## src/rtl/sdram_access_arbiter.sv

```systemverilog
// Round-robin arbiter sharing one SDRAM port between a pixel-fetch reader and a writeback writer.
// Reads wait for the SDRAM return with a bounded timeout; writes complete in a single issue cycle.
module sdram_access_arbiter #(
  parameter int ADDR_W         = 26,
  parameter int DATA_W         = 32,
  parameter int TIMEOUT_CYCLES = 64
) (
  input  logic              clk,
  input  logic              rst,
  input  logic              enable,
  input  logic              rd_req,
  input  logic [ADDR_W-1:0] rd_addr,
  output logic              rd_ack,
  output logic              rd_valid,
  output logic [DATA_W-1:0] rd_data,
  output logic              rd_err,
  input  logic              wr_req,
  input  logic [ADDR_W-1:0] wr_addr,
  input  logic [DATA_W-1:0] wr_data,
  output logic              wr_ack,
  output logic              wr_done,
  output logic              sdram_read_en,
  output logic              sdram_write_en,
  output logic [ADDR_W-1:0] address_sdram,
  output logic [DATA_W-1:0] writeData_sdram,
  input  logic [DATA_W-1:0] data_sdram,
  input  logic              sdram_datareadvalid,
  output logic              busy
);

  localparam int CNT_W = $clog2(TIMEOUT_CYCLES + 1);
  localparam logic [CNT_W-1:0] TIMEOUT_VAL = CNT_W'(TIMEOUT_CYCLES);

  typedef enum logic [1:0] {IDLE, RD_ISSUE, RD_WAIT, WR_ISSUE} state_t;

  state_t            state_q, state_d;
  logic              last_grant_q, last_grant_d;
  logic [CNT_W-1:0]  cnt_q, cnt_d;
  logic [ADDR_W-1:0] addr_q, addr_d;
  logic [DATA_W-1:0] wdata_q, wdata_d;
  logic [DATA_W-1:0] rd_data_q, rd_data_d;
  logic              rd_valid_q, rd_valid_d;
  logic              rd_err_q, rd_err_d;
  logic              read_en_q, read_en_d;
  logic              write_en_q, write_en_d;
  logic              wr_done_q, wr_done_d;
  logic              busy_q, busy_d;
  logic              rd_win, wr_win;

  // last_grant_q high means the writer won last, so the reader takes the next tie
  always_comb begin
    rd_win = 1'b0;
    wr_win = 1'b0;
    if (state_q == IDLE && enable && !rst) begin
      if (rd_req && (!wr_req || last_grant_q)) rd_win = 1'b1;
      else if (wr_req)                        wr_win = 1'b1;
    end
  end

  always_comb begin
    state_d      = state_q;
    last_grant_d = last_grant_q;
    cnt_d        = cnt_q;
    addr_d       = addr_q;
    wdata_d      = wdata_q;
    rd_data_d    = rd_data_q;
    rd_valid_d   = 1'b0;
    rd_err_d     = 1'b0;
    case (state_q)
      IDLE: begin
        if (rd_win) begin
          state_d      = RD_ISSUE;
          addr_d       = rd_addr;
          last_grant_d = 1'b0;
        end else if (wr_win) begin
          state_d      = WR_ISSUE;
          addr_d       = wr_addr;
          wdata_d      = wr_data;
          last_grant_d = 1'b1;
        end
      end
      RD_ISSUE: begin
        state_d = RD_WAIT;
        cnt_d   = '0;
      end
      RD_WAIT: begin
        if (sdram_datareadvalid) begin
          rd_data_d  = data_sdram;
          rd_valid_d = 1'b1;
          state_d    = IDLE;
        end else begin
          cnt_d = cnt_q + CNT_W'(1);
          if (cnt_d == TIMEOUT_VAL) begin
            rd_err_d = 1'b1;
            state_d  = IDLE;
          end
        end
      end
      WR_ISSUE: state_d = IDLE;
      default:  state_d = IDLE;
    endcase
    read_en_d  = (state_d == RD_ISSUE);
    write_en_d = (state_d == WR_ISSUE);
    wr_done_d  = (state_d == WR_ISSUE);
    busy_d     = (state_d != IDLE);
  end

  always_ff @(posedge clk or posedge rst) begin
    if (rst) begin
      state_q      <= IDLE;
      last_grant_q <= 1'b1;
      cnt_q        <= '0;
      addr_q       <= '0;
      wdata_q      <= '0;
      rd_data_q    <= '0;
      rd_valid_q   <= 1'b0;
      rd_err_q     <= 1'b0;
      read_en_q    <= 1'b0;
      write_en_q   <= 1'b0;
      wr_done_q    <= 1'b0;
      busy_q       <= 1'b0;
    end else begin
      state_q      <= state_d;
      last_grant_q <= last_grant_d;
      cnt_q        <= cnt_d;
      addr_q       <= addr_d;
      wdata_q      <= wdata_d;
      rd_data_q    <= rd_data_d;
      rd_valid_q   <= rd_valid_d;
      rd_err_q     <= rd_err_d;
      read_en_q    <= read_en_d;
      write_en_q   <= write_en_d;
      wr_done_q    <= wr_done_d;
      busy_q       <= busy_d;
    end
  end

  assign rd_ack          = rd_win;
  assign wr_ack          = wr_win;
  assign rd_valid        = rd_valid_q;
  assign rd_data         = rd_data_q;
  assign rd_err          = rd_err_q;
  assign wr_done         = wr_done_q;
  assign sdram_read_en   = read_en_q;
  assign sdram_write_en  = write_en_q;
  assign address_sdram   = addr_q;
  assign writeData_sdram = wdata_q;
  assign busy            = busy_q;

endmodule

```

## config.mk

```make
export PLATFORM = sky130hd
export DESIGN_NAME = sdram_access_arbiter
export DESIGN_NICKNAME = d
export VERILOG_FILES = /design/src/rtl/sdram_access_arbiter.sv
export SDC_FILE = /design/constraint.sdc
export NUM_CORES = 1
export LEC_CHECK = 0
export BUFFER_PORTS_ARGS = -buffer_cell sky130_fd_sc_hd__buf_2
export CORE_ASPECT_RATIO = 0.75
export CORE_MARGIN = 3
export CORE_UTILIZATION = 41
export CTS_CLUSTER_DIAMETER = 40
export CTS_CLUSTER_SIZE = 28
export DETAILED_ROUTE_END_ITERATION = 8
export MAX_ROUTING_LAYER = met4
export PLACE_DENSITY_LB_ADDON = 0.1
export SLEW_MARGIN = 20
export SYNTH_ARGS = -nofsm -noshare
export SYNTH_HDL_FRONTEND = slang
export SYNTH_SLANG_ARGS = --single-unit
```

## constraint.sdc

```tcl
create_clock -name clk -period 5.7 [get_ports clk]
set_input_delay 1.14 -clock clk [delete_from_list [all_inputs] [get_ports clk]]
set_output_delay 1.14 -clock clk [all_outputs]
set_load 0.1 [all_outputs]
```

==> impl_metrics.tcl, run 1 <==
set metrics [dict create \
    start_kind "input port" \
    grt_max_degree 54 \
    syn_nets 482 \
    r2r_end "writeData_sdram[25]" \
    ctsRootBufferMaster "clkbuf_16" \
    first_global_vias 3451 \
    ff_latch_area_mm2 0.00263 \
    cts_hold_buf 0 \
    drc 0 \
    slew_headroom_pct 35.9 \
    clk_path_buf_depth 2 \
    worstHoldStart "rd_data[0]" \
    setup_violations 0 \
    synth_cells 359 \
    reg2reg_depth 5 \
    start_util_pct 43.0 \
    grt_pass1_wl_mm 17.0 \
    nNetsFinal 696 \
    fin_skew_ns 0.00962 \
    synth_area_mm2 0.00424 \
    grt_util_all_layers_pct 19.4 \
    cts_buffers 9 \
    die_x_um 123 \
    clk-insertion-delay-late_ns 0.34 \
    synth_seq_area_share_pct 62.1 \
    worst-path-max-fanout 33 \
    critPathCaptureType "output port" \
    hold_end "rd_data[0]" \
    period_share_pct 73.0 \
    dieArea_mm2 0.0116 \
    worstMarginPinSlew_ns 0.960 \
    nFillCells 859 \
    pre_cts_slack_ns 1.49 \
    finalHoldViolations 0 \
    cts_tree "yes" \
    post-dp-hpwl_mm 7.97 \
    antennaDiodeCount 0 \
    drtAntennaViolNets 0 \
    cap_violations 0 \
    status "finished, final reports clean" \
    core-area_mm2 0.00985 \
    instances_no_fill 710 \
    setup_ws_ns 1.54 \
    syn2layout_area_growth_pct 35.0 \
    firstDrtPassIters 4 \
    drt_iter0_drc 173 \
    clock.fmax_mhz 240 \
    clk_pin_slew_ns 0.07 \
    grt-ovfl-total 0 \
    drv_slew 0 \
    placed_cells 694 \
    rsz0062_at_grt "false" \
    setup-tns-final_ns 0 \
    netlist.area_leader.share_pct 61.4 \
    die_h_um 94.0 \
    synthTopCellsByCount "dfrtp_1 (104), nand2_1 (101), mux2_2 (27), nand2b_1 (26), o221a_2 (19)" \
    cts_max_level 3 \
    async_flop_share_pct 100 \
    netlist_top_cells_area "dfrtp_1 (61%), nand2_1 (9.0%), mux2_2 (7.2%), o221a_2 (5.1%), nand2b_1 (3.8%)" \
    cts.sinks 105 \
    portBuffers 219 \
    viasPerCell 4.86 \
    rows 31 \
    hold_depth 2 \
    synth_most_common_cell "dfrtp_1" \
    cts_resized 0 \
    synth_edf_count 0 \
    cp.required_ns 4.56 \
    synth_cell_types 35 \
    period_minus_slack_ns 4.16 \
    cts_setup_buffers 0 \
    utilization_pct 58.1 \
    critPathArrivalTime_ns 3.02 \
    avgSynthCellArea_um2 11.8 \
    wire_per_inst_um 15.6 \
    drive_gt1_share_pct 50.5 \
    ys_ff_latch 105 \
    yosys.area.top_type "dfrtp_1" \
    r2r_start "state_q[1]" \
    ys.flop_type "dfrtp_1" \
    antenna_found_initial 0 \
    min_path_type "flip-flop to flip-flop" \
    place_congestion 0.734 \
    ios 220 \
    vias 3451 \
    path_class "input port to output port" \
    reg2reg_slack_ns 3.46 \
    multi_input_comb_area_mm2 0.00148 \
    ys_warn_count 0 \
    totalWireLength_mm 11.1 \
]
## registers in the layout, indices dropped and copies added (netlist names)
signal           flops
rd_data             32
writeData_sdram     32
address_sdram       26
cnt_q                7
state_q              2
busy                 1
last_grant_q         1
rd_err               1
rd_valid             1
sdram_read_en        1
wr_done              1
## placed cells by master, fill, tap and decap left out, types with 4 or more instances in the layout
master     instances
buf_2            219
mux2_2            27
buf_4              4
o221a_2           19
mux2_1             5
nand2_1          101
o21ai_0           11
nand2b_1          26
dfrtp_1          104
o221a_1            7
clkbuf_16          9
nor2_1             4
inv_1              5
## cell families after synthesis
kind of cell | share of synthesized area (%)
multiplexers | 8.51
AO/OA/AOI/OAI | 9.63
flip-flops | 62.1
buffers and inverters | 3.22
adder cells (fa/ha/maj) | 0.295
AND/OR/NAND/NOR | 16.3
## metrics by stage
step           cell area, um^2  hold slack (ns)
2_1_floorplan             4240            0.476
3_3_place_gp              5420            0.453
3_5_place_dp              5430            0.457
4_1_cts                   5720            0.475
5_1_grt                   5720            0.490
6_report                  5720            0.469
## metal layers
layer,vias to the layer above,global-route usage (%),routed length [um]
li1,1653,-,-
met1,1638,23.5,4690
met2,138,31.7,5390
met3,22,5.00,784
met4,0,6.73,227
met5,-,-,0
## worst max-delay path, stage by stage
cell and delay (ns):
buf_2 0.13, nor4b_4 0.38, nand2_1 0.09, a21o_1 0.18, inv_2 0.53, buf_2 0.55
## final cells by class
cell class | instances | area share [%]
repair buffers | 223 | 19.7
multi-input cells | 227 | 25.9
clock buffers | 10 | 4.18
clock inverters | 6 | 0.875
flip-flops and latches | 105 | 46.0
inverters | 7 | 0.503
well taps | 132 | 2.89
## how the worst max path moves through the flow
stage | startpoint | end | slack, ns | cells past startpoint
2_1_floorplan | rst | address_sdram[0] | 1.80 | 1
3_3_place_gp | rst | wr_ack | 1.61 | 6
3_5_place_dp | rst | wr_ack | 1.49 | 6
4_1_cts | rst | wr_ack | 1.49 | 6
5_1_grt | rst | wr_ack | 1.43 | 6
6_report | rst | wr_ack | 1.54 | 6
Power of run 1 is not shown: default switching activity piles up to over one toggle a cycle in this logic, so the estimate is an artifact.
==> run 2, diff against run 1 <==
clock period = 3.8 ns   (was 5.7 ns; I/O delays follow)
==> impl_metrics.tcl, run 2 (synthesized netlist as in run 1, its figures left out) <==
set metrics [dict create \
    worst-path-max-fanout 5 \
    crit_slowest_cell "nor4b_4" \
    die_h_um 94.0 \
    die_x_um 123 \
    clock.fmax_mhz 392 \
    path_class "input port to output port" \
    setup-tns-final_ns 0 \
    cts_buffers 9 \
    placed_cells 696 \
    critPathArrivalTime_ns 1.79 \
    firstDrtPassIters 4 \
    drt_iter0_drc 119 \
    first_global_vias 3497 \
    fin_skew_ns 0.00451 \
    syn2layout_area_growth_pct 37.5 \
    worstMarginPinSlew_ns 0.965 \
    cts.sinks 105 \
    start_kind "input port" \
    cts_tree "yes" \
    rsz0062_at_grt "false" \
    drtAntennaViolNets 0 \
    nNetsFinal 698 \
    place_congestion 0.831 \
    cp_cell_sequence "buf_2 -> nor4b_4 -> nand2_1 -> a21o_1 -> inv_2 -> buf_12" \
    drive_gt1_share_pct 50.5 \
    critPathMaxStageDelay_ns 0.33 \
    grt-ovfl-total 0 \
    critPathCaptureType "output port" \
    ios 220 \
    antennaDiodeCount 0 \
    final_area_mm2 0.00582 \
    period_share_pct 67.1 \
    grt_util_all_layers_pct 19.7 \
    drv_slew 0 \
    cts_hold_buf 0 \
    clk_path_buf_depth 2 \
    drc 0 \
    cts_resized 0 \
    viasPerCell 4.84 \
    nFillCells 841 \
    instances_no_fill 712 \
    totalWireLength_mm 11.1 \
    clk_pin_slew_ns 0.07 \
    min_path_type "flip-flop to flip-flop" \
    wire_per_inst_um 15.6 \
    post-dp-hpwl_mm 8.25 \
    portBuffers 219 \
    antenna_found_initial 0 \
    mostFrequentLayoutCell "buf_2" \
    finalHoldViolations 0 \
    utilization_pct 59.1 \
    cap_violations 0 \
    rows 31 \
    grt_pass1_wl_mm 17.2 \
    status "finished, final reports clean" \
    dieArea_mm2 0.0116 \
    slew_headroom_pct 35.6 \
    clk-insertion-delay-late_ns 0.34 \
    grt_max_degree 62 \
    mostFrequentLayoutCells "buf_2 (217), dfrtp_1 (104), nand2_1 (101)" \
    placed_area_mm2 0.00548 \
    start_util_pct 43.0 \
    cts_max_level 3 \
    vias 3445 \
    core-area_mm2 0.00985 \
    cp.required_ns 3.04 \
    cts_setup_buffers 0 \
    period_minus_slack_ns 2.55 \
    setup_violations 0 \
    ctsRootBufferMaster "clkbuf_16" \
]
==> run 2: path summary, 6_finish.rpt <==
path                                        to  depth (start not counted)        start  slack (ns)
setup / recovery                        wr_ack                          6          rst        1.25
hold / removal                     rd_data[28]                          2  rd_data[28]        0.47
setup reg to reg           writeData_sdram[27]                          6   state_q[1]        1.69
hold reg to reg                    rd_data[28]                          2  rd_data[28]        0.47
max in group asynchronous    address_sdram[21]                          3          rst        2.49
min in group asynchronous     address_sdram[7]                          2          rst        0.58
==> run 2: worst max-delay path: cells and delay by family <==
kind | cells | cell delay (ns)
AOI/OAI and AO/OA | 1 | 0.21
buffers and inverters | 3 | 0.39
and+or+nand+nor | 2 | 0.42
==> run 2: final cells by class <==
class                      instances  area (um^2)  share of cell area [%]
multi-input combinational        227         1470                    25.3
inverter                           7         28.8                   0.494
clock inverter                     6          115                    1.98
timing repair buffer             225         1180                    20.3
tap                              132          165                    2.84
sequential                       105         2630                    45.1
clock buffer                      10          229                    3.93
==> run 2: layer usage <==
metal	vias up	track usage [%]	wire, um
met5	-	-	0
met3	20	4.82	754
met4	0	7.00	227
met1	1629	24.1	4650
li1	1663	-	-
met2	133	31.8	5450
==> run 2: stage by stage <==
| stage | hold WS, ns | worst slack (ns) |
|---|---|---|
| 4_1_cts | 0.474 | 1.25 |
| 2_1_floorplan | 0.476 | 0.281 |
| 5_1_grt | 0.490 | 1.21 |
| 3_3_place_gp | 0.453 | 1.26 |
| 6_report | 0.469 | 1.25 |
| 3_5_place_dp | 0.457 | 1.25 |
Power of run 2 is left out for the same reason.
